**config.mk**
```make
export PLATFORM = sky130hd
export DESIGN_NAME = range_bargraph
export DESIGN_NICKNAME = d
export VERILOG_FILES = /design/src/rtl/range_bargraph_pkg.sv /design/src/rtl/range_avg4.sv /design/src/rtl/range_bargraph.sv
export SDC_FILE = /design/constraint.sdc
export NUM_CORES = 1
export LEC_CHECK = 0
export CAP_MARGIN = 20
export CELL_PAD_IN_SITES_DETAIL_PLACEMENT = 0
export CELL_PAD_IN_SITES_GLOBAL_PLACEMENT = 2
export CORE_MARGIN = 8
export CORE_UTILIZATION = 40
export CTS_CLUSTER_DIAMETER = 80
export DETAILED_ROUTE_END_ITERATION = 7
export PLACE_DENSITY = 0.81
export SYNTH_ARGS = -nofsm -noshare
export SYNTH_HDL_FRONTEND = slang
export SYNTH_HIERARCHICAL = 1
export SYNTH_SLANG_ARGS = --single-unit
```
**constraint.sdc**
```tcl
create_clock -name CLK_12M -period 4.15 [get_ports CLK_12M]
set_clock_uncertainty 0.1 [all_clocks]
set_input_delay 0.83 -clock CLK_12M [delete_from_list [all_inputs] [get_ports CLK_12M]]
set_output_delay 0.83 -clock CLK_12M [all_outputs]
set_load 0.01 [all_outputs]
```
**src/rtl/range_bargraph_pkg.sv**
```systemverilog
// Shared definitions for the range bar-graph display stage.
//   state_t  : link-health states
//   T1..T4   : proximity thresholds in mm (level L lights below T_L)
//   HYST     : extra distance needed before a level is released
//   FILL     : buffer contents after reset
package range_bargraph_pkg;

  typedef enum logic [1:0] {
    WAIT  = 2'd0,
    TRACK = 2'd1,
    STALE = 2'd2,
    ERROR = 2'd3
  } state_t;

  localparam logic [7:0] T1   = 8'd200;
  localparam logic [7:0] T2   = 8'd150;
  localparam logic [7:0] T3   = 8'd100;
  localparam logic [7:0] T4   = 8'd50;
  localparam logic [7:0] HYST = 8'd8;
  localparam logic [7:0] FILL = 8'hFF;

  // Level implied by the thresholds alone, ignoring hysteresis.
  function automatic logic [2:0] level_of(input logic [7:0] avg);
    if (avg < T4)      return 3'd4;
    else if (avg < T3) return 3'd3;
    else if (avg < T2) return 3'd2;
    else if (avg < T1) return 3'd1;
    else               return 3'd0;
  endfunction

  // Threshold that guards a given level.
  function automatic logic [7:0] thr_of(input logic [2:0] lvl);
    case (lvl)
      3'd1:    return T1;
      3'd2:    return T2;
      3'd3:    return T3;
      3'd4:    return T4;
      default: return FILL;
    endcase
  endfunction

endpackage

```
**src/rtl/range_avg4.sv**
```systemverilog
// Four-sample moving average of range readings.
//   clk, rst : clock, asynchronous active-high reset
//   push     : store data as newest sample (oldest is dropped)
//   data     : sample in mm
//   avg_mm   : truncated mean of the four stored samples, one edge after push
//   upd      : one-cycle pulse while avg_mm shows a freshly pushed sample
module range_avg4
  import range_bargraph_pkg::*;
(
  input  logic       clk,
  input  logic       rst,
  input  logic       push,
  input  logic [7:0] data,
  output logic [7:0] avg_mm,
  output logic       upd
);

  logic [7:0] smp [4];
  logic [9:0] sum;
  logic       push_q;

  always_comb begin
    sum = '0;
    for (int unsigned i = 0; i < 4; i++) begin
      sum = sum + 10'(smp[i]);
    end
  end

  always_ff @(posedge clk or posedge rst) begin
    if (rst) begin
      for (int unsigned i = 0; i < 4; i++) begin
        smp[i] <= FILL;
      end
      push_q <= 1'b0;
      upd    <= 1'b0;
      avg_mm <= FILL;
    end else begin
      if (push) begin
        smp[0] <= data;
        for (int unsigned i = 1; i < 4; i++) begin
          smp[i] <= smp[i-1];
        end
      end
      push_q <= push;
      upd    <= push_q;
      avg_mm <= sum[9:2];
    end
  end

endmodule

```
**src/rtl/range_bargraph.sv**
```systemverilog
// Range bar-graph display: smooths range samples, drives a hysteretic
// proximity bar on D1..D4 and link health on D5, all PWM-dimmed.
//   CLK_12M, RST          : clock, asynchronous active-high reset
//   range_mm/valid/err    : sample, strobe and sensor error flag
//   D1..D4                : bar LEDs (D1 lights first), only while tracking
//   D5                    : solid in TRACK, blinking in WAIT/STALE, off in ERROR
//   avg_mm                : current moving average
//   stale                 : high in WAIT and STALE
module range_bargraph
  import range_bargraph_pkg::*;
#(
  parameter int unsigned CLK_HZ   = 12_000_000,
  parameter int unsigned STALE_MS = 200,
  parameter int unsigned BLINK_HZ = 4,
  parameter int unsigned PWM_BITS = 4,
  parameter int unsigned DUTY     = 8
) (
  input  logic       CLK_12M,
  input  logic       RST,
  input  logic [7:0] range_mm,
  input  logic       range_valid,
  input  logic       range_err,
  output logic       D1,
  output logic       D2,
  output logic       D3,
  output logic       D4,
  output logic       D5,
  output logic [7:0] avg_mm,
  output logic       stale
);

  localparam int unsigned STALE_CYC = (CLK_HZ / 1000) * STALE_MS;
  localparam int unsigned BLINK_CYC = CLK_HZ / (2 * BLINK_HZ);
  localparam int unsigned TW  = (STALE_CYC > 1) ? $clog2(STALE_CYC) : 1;
  localparam int unsigned BW  = (BLINK_CYC > 1) ? $clog2(BLINK_CYC) : 1;
  localparam int unsigned PW1 = PWM_BITS + 1;
  localparam logic [TW-1:0]  TLOAD  = TW'(STALE_CYC - 1);
  localparam logic [BW-1:0]  BLAST  = BW'(BLINK_CYC - 1);
  localparam logic [PW1-1:0] DUTY_V = PW1'(DUTY);

  logic good, bad, expire, avg_upd;
  logic [TW-1:0] tmr;
  logic armed;
  state_t state, st_d1, st_d2;
  logic [2:0] level, level_nxt, tgt;
  logic fall_ok, pwm_on, blink;
  logic [PWM_BITS-1:0] pwm_cnt;
  logic [BW-1:0] blink_cnt;

  assign good   = range_valid & ~range_err;
  assign bad    = range_valid & range_err;
  assign expire = armed && (tmr == '0);

  range_avg4 u_avg (
    .clk    (CLK_12M),
    .rst    (RST),
    .push   (good),
    .data   (range_mm),
    .avg_mm (avg_mm),
    .upd    (avg_upd)
  );

  // Link FSM with its stale timer; a good sample outranks expiry.
  always_ff @(posedge CLK_12M or posedge RST) begin
    if (RST) begin
      state <= WAIT;
      tmr   <= '0;
      armed <= 1'b0;
      stale <= 1'b1;
    end else begin
      stale <= (state == WAIT) || (state == STALE);
      if (good) begin
        tmr   <= TLOAD;
        armed <= 1'b1;
      end else if (armed) begin
        if (tmr == '0) armed <= 1'b0;
        else           tmr   <= tmr - 1'b1;
      end
      case (state)
        WAIT, STALE: if (good) state <= TRACK;
        TRACK: begin
          if (good)        state <= TRACK;
          else if (bad)    state <= ERROR;
          else if (expire) state <= STALE;
        end
        ERROR: begin
          if (good)        state <= TRACK;
          else if (expire) state <= STALE;
        end
        default: state <= WAIT;
      endcase
    end
  end

  // Rise at once; fall only once the average clears the current threshold
  // by HYST, then settle on whatever level the thresholds imply.
  always_comb begin
    tgt       = level_of(avg_mm);
    fall_ok   = {1'b0, avg_mm} >= ({1'b0, thr_of(level)} + {1'b0, HYST});
    level_nxt = level;
    if (tgt > level)                level_nxt = tgt;
    else if (tgt < level && fall_ok) level_nxt = tgt;
  end

  always_ff @(posedge CLK_12M or posedge RST) begin
    if (RST)          level <= '0;
    else if (avg_upd) level <= level_nxt;
  end

  assign pwm_on = {1'b0, pwm_cnt} < DUTY_V;

  // State is delayed two edges so the LEDs switch state and level together.
  always_ff @(posedge CLK_12M or posedge RST) begin
    if (RST) begin
      st_d1     <= WAIT;
      st_d2     <= WAIT;
      pwm_cnt   <= '0;
      blink_cnt <= '0;
      blink     <= 1'b0;
      D1 <= 1'b0;
      D2 <= 1'b0;
      D3 <= 1'b0;
      D4 <= 1'b0;
      D5 <= 1'b0;
    end else begin
      st_d1   <= state;
      st_d2   <= st_d1;
      pwm_cnt <= pwm_cnt + 1'b1;
      if (blink_cnt == BLAST) begin
        blink_cnt <= '0;
        blink     <= ~blink;
      end else begin
        blink_cnt <= blink_cnt + 1'b1;
      end
      D1 <= (st_d2 == TRACK) && pwm_on && (level >= 3'd1);
      D2 <= (st_d2 == TRACK) && pwm_on && (level >= 3'd2);
      D3 <= (st_d2 == TRACK) && pwm_on && (level >= 3'd3);
      D4 <= (st_d2 == TRACK) && pwm_on && (level >= 3'd4);
      case (st_d2)
        TRACK:       D5 <= pwm_on;
        WAIT, STALE: D5 <= blink && pwm_on;
        default:     D5 <= 1'b0;
      endcase
    end
  end

endmodule

```
* Word level (Yosys, flattened, before mapping) *
Index checks and enable logic that the tools add are counted.
Widths: inputs -> output; s select.

operators by class
  equal/unequal tests = 12
  bitwise gates (word level) = 4
  order comparisons = 12
  muxes and demuxes = 21
  reductions and logical operators = 18
  $add $sub $neg = 7

operator list
  cell                   count
  $mux 22                3
  $pmux 8 s4             1
  $logic_not 22->1       1
  $sub 22x1->22 const B  1
  $add 21x1->21 const B  1
  $eq 21x21->1 const B   1
  $mux 21                1
  $add 10x8->10          2
  $lt 8x8->1 const B     2
  $mux 2                 7
  $add 8x4->9 const B    1
  $add 8x8->9            1
  $ge 8x9->1             1
  $mux 3                 3
  $logic_and 1x1->1      8
  $lt 8x6->1 const B     1
  $lt 8x7->1 const B     1
  $eq 2x2->1 const B     3
  $eq 3x2->1 const B     2
  $ge 3x2->1 const B     2
  $pmux 2 s3             1
  $add 4x1->4 const B    1
  $eq 2x1->1 const B     2
  $logic_not 2->1        2
  other kinds (16)       25

storage, ports and cells
  logic and storage cells = 96
  register bits after elaboration = 106

* Depth between registers and ports, before layout *
  word-level depth = 9
  gate-level depth with buffers = 12
  mapped depth without buffers = 12

* Modules after synthesis *
The synthesis kept the hierarchy.

by module, submodules not included
  module          times used  cells each  area each (µm²)
  range_bargraph  1           331         3355.7
  range_avg4      1           209         2193.4

* Worst setup path after synthesis *
No wires, ideal clock.

  path kind = register to register
  from = register u_avg/smp[1] (netlist bit)
  to = register u_avg.avg_mm[5]
  setup time = 0.087 ns
  period minus slack after synthesis = 3.010 ns
  arrival = 2.823 ns
  setup slack = 1.140 ns
  required time = 3.963 ns
  buffers on the path = 0
  cell stages (with the launch flop) = 11
  cell sequence = dfstp_2 -> inv_1 -> fa_1 -> inv_1 -> fa_1 -> and3b_1 -> fa_1 -> a21o_1 -> a21oi_1 -> a2bb2oi_1 -> a22oi_1

between the ends
  word-level cells in the longest chain between the ends = 1

RTL lines
  element                          RTL line          text
  start, declared                  range_avg4.sv:18  logic [7:0] smp [4];
  start signal, assigned by index  range_avg4.sv:41  smp[i] <= smp[i-1];
  $add 10x8->10                    range_avg4.sv:25  sum = sum + 10'(smp[i]);
  net u_avg.sum[7]                 range_avg4.sv:19  logic [9:0] sum;
  end signal, assigned             range_avg4.sv:46  avg_mm <= sum[9:2];
  end, declared                    range_avg4.sv:14  output logic [7:0] avg_mm,

The timed path passes the listed nets, and every way through them passes these cells.
A chain may end at the register's enable or synchronous reset.

* Worst setup path in the final report *
  from = register level[1]
  to = register level[1]

between the ends
  word-level cells in the longest chain between the ends = 7

RTL lines
  element                             RTL line                  text
  start, declared                     range_bargraph.sv:45      logic [2:0] level, level_nxt, tgt;
  start signal, assigned              range_bargraph.sv:107     else if (avg_upd) level <= level_nxt;
  $eq 3x3->1 (tied with other cells)  range_bargraph_pkg.sv:33  case (lvl)
  $pmux 8 s4                          range_bargraph_pkg.sv:33
  $add 8x4->9                         range_bargraph.sv:99      fall_ok = {1'b0, avg_mm} >= ({1'b0, thr_of(level)} + {1'b0, HYST});
  $ge 8x9->1                          range_bargraph.sv:99
  $logic_and 1x1->1                   range_bargraph.sv:102     else if (tgt < level && fall_ok) level_nxt = tgt;
  $reduce_bool 2->1 (no line)         -
  $reduce_and 2->1 (no line)          -

Several ways; a longest one is shown, not always the timed one.

==> run_results.csv <==
group,metric,value,unit
cells_and_area,drive_gt1_share,14.9,%
placement,portBuffers,25,
pwr,power,3710,uW
synth,synth_largest_area_cell,"dfrtp_1",
outcome,status,"complete, no violations",
critical_path,endpoint_kind,"flip-flop",
pwr,ir_worst_vdd,211,uV
timing,finalSetupTns,0,ns
timing,period_share,77.2,%
critical_path,critPathSlowestCell,"dfrtp_1",
pwr,p_leak,0.00274,uW
detailed_routing,first_iter_violations,151,
clock_tree,postCtsSetupBuffers,0,
timing,worstMarginPinSlew,0.763,ns
critical_path,r2r-end,"level[1]",
pwr,p_int,2430,uW
clock_tree,clk_path_buf_depth,2,
timing,setup_viol,0,
timing,drv_slew,0,
critical_path,startpoint,"level[1]",
critical_path,reg2reg_slack,0.94,ns
floorplan,chipHeight,134,um
worst_hold_path,min-delay-path-class,"reg -> reg",
clock_tree,cts_buffers,9,
critical_path,crit_path_cell_trace,"nor2_1 > mux2i_1 > ha_1 > o21ai_0 > o311ai_0 > ha_1 > nand3_1 > nor2_1 > a211oi_1 > o31ai_1 > mux2_2",
timing,final-hold-violation-count,0,
synth,synthDistinctLibCells,65,
worst_hold_path,min_path_cells,0,
critical_path,critPathTopFamily,"compound AO/OA/AOI/OAI gates",
pwr,p_per_area,587,nW/um^2
synth,synth_edf_count,0,
detailed_routing,vias,3662,
global_routing,grt_pass1_vias,3754,
floorplan,design.core.area,13700,sq um
critical_path,cp_data_required_time,4.29,ns
timing,rsz0062_at_grt,"no",
global_routing,grt_pass1_wl,17900,um
clock_tree,htreeDepth,3,
floorplan,start_util,40.4,%
cells_and_area,antenna_cells,0,
floorplan,die_x,134,um
synth,async_flop_share,100,%
synth,synth_area_leaders,"dfrtp_1, dfstp_2, fa_1, ha_1, xor2_1",
pwr,pwr-share-clk,23.8,%
critical_path,r2r_cells,11,
global_routing,grt_start_max_net_pins,43,
clock_tree,cts.clk_slew.worst_paths,0.07,ns
synth,netlist_instances,540,
synth,yosysMostFrequentCell,"dfrtp_1",
critical_path,r2r_start,"level[1]",
clock_tree,cts_tree,"built",
critical_path,path_class,"reg -> reg",
floorplan,pin_count,26,
cells_and_area,postLayoutCellArea,6320,sq um
clock_tree,ctsHoldBuffers,0,
pwr,power_switching,1280,uW
timing,layout_min_cycle_time,3.21,ns
placement,place_hpwl,7130,um
placement,routabilityCongestion,0.769,
synth,avgSynthCellArea,10.3,sq um
synth,synth_common_cells,"dfrtp_1, inv_1, nand2_1, dfstp_2, nor2_1",
floorplan,dieArea,17900,sq um
critical_path,slowest_delay,0.46,ns
clock_tree,cts-resized-gates,0,
detailed_routing,wirelength,9900,um
synth,synth_top_area_share,29.3,%
synth,synth_warnings,6,
pwr,comb_power_share,38.8,%
pwr,power_frac_seq,37.4,%
detailed_routing,routedWlPerCell,13.2,um
placement,placed_cell_area,6010,sq um
critical_path,path_buf_inv,0,
synth,syn-num-nets,590,
clock_tree,clk_latency,0.35,ns
detailed_routing,viasPerCell,4.87,
timing,relSlewSlack,49.0,%
critical_path,startpoint_type,"flip-flop",
detailed_routing,first_pass_iters,4,
cells_and_area,utilization,46.1,%
detailed_routing,ant_nets,0,
pwr,switching_share,34.4,%
synth,ys_seq_area_share,48.7,%
placement,dp_cells,736,
cells_and_area,final_net_count,617,
global_routing,grt-ovfl-total,0,
worst_hold_path,hold_path.startpoint,"st_d1[0]",
critical_path,cp.arrival,3.34,ns
global_routing,grt_use_total,12.1,%
worst_hold_path,min_to,"st_d2[0]",
run,drv_cap,0,
floorplan,num_rows,43,
timing,fmaxAchievable,0.312,GHz
detailed_routing,drc,0,
cells_and_area,finalNonFillerCells,752,
clock_tree,clock_sinks,106,
synth,synth_seq_cells,106,
critical_path,crit_fanout,7,
synth,synth_ff_type,"dfrtp_1",
synth,netlist_area,5550,sq um
clock_tree,cts-root-buf,"clkbuf_16",
global_routing,antenna_found_initial,0,
cells_and_area,area_delta_synth_final,13.9,%
per-stage QoR:
step | setup WS, ns | hold slack [ns]
final | 0.945 | 0.250
after global routing | 0.678 | 0.259
after CTS | 0.943 | 0.251
after detailed placement | 0.956 | 0.235
after global placement | 1.03 | 0.232
after floorplan | 1.14 | 0.231
layout by cell type (no fill, tap or decap), types with 7 or more instances in the layout:
cell,synthesis,routed
xor2_1,28,28
fa_1,16,16
xnor2_1,15,15
nand2_1,62,62
a21oi_1,9,9
dfstp_2,41,41
nand4_1,7,7
clkbuf_16,0,9
ha_1,22,22
o21ai_0,38,38
dfrtp_1,65,65
nor3_1,10,10
nor2_1,39,39
clkdlybuf4s50_1,0,25
inv_1,64,62
nand3_1,20,20
power groups by stage:
stage | sequential (uW) | clock [uW] | combinational [uW]
floorplan | 1380 | 0 | 1090
global placement | 1400 | 0 | 1430
detailed placement | 1410 | 0 | 1450
CTS | 1390 | 910 | 1460
global route | 1410 | 949 | 1660
finish | 1390 | 884 | 1440
final cells by class:
class                           count  area [sq um]
Clock buffer                       10           239
Timing Repair Buffer               31           308
Multi-Input combinational cell    355          2530
Fill cell                        1289          7400
Inverter                           64           240
Clock inverter                      6          73.8
Tap cell                          180           225
Sequential cell                   106          2700
sequential cells by signal (all words and copies together), names as in the netlist, 2 cells and up:
name	cells
state	2
blink_cnt	21
st_d1	2
tmr	22
u_avg/smp	32
st_d2	2
level	3
u_avg/avg_mm	8
pwm_cnt	4
how the worst max path moves through the flow:
stage / cells past startpoint / end
after floorplan: 10 / u_avg/avg_mm[5]
after global placement: 10 / u_avg/avg_mm[5]
after detailed placement: 11 / level[1]
after CTS: 11 / level[1]
after global routing: 11 / level[1]
final: 11 / level[1]
routing by layer:
metal | global-route usage, % | vias to the layer above | routed length (um)
li1 | - | 1853 | -
met1 | 16.8 | 1757 | 5040
met2 | 18.0 | 40 | 4380
met3 | 2.43 | 12 | 312
met4 | 5.24 | 0 | 170
met5 | 0 | - | 0
cells by family (layout without fill, tap and decap cells):
| family | Yosys count | count (layout) | share of synthesized area, % |
|---|---|---|---|
| simple gates | 177 | 177 | 16.0 |
| xor+xnor | 43 | 43 | 6.79 |
| buf+inv | 79 | 111 | 5.70 |
| flops | 106 | 106 | 48.7 |
| compound gates | 91 | 91 | 10.9 |
| mux | 6 | 6 | 1.17 |
| fa+ha+maj | 38 | 38 | 10.7 |
Power figures use the tool's default switching activity.
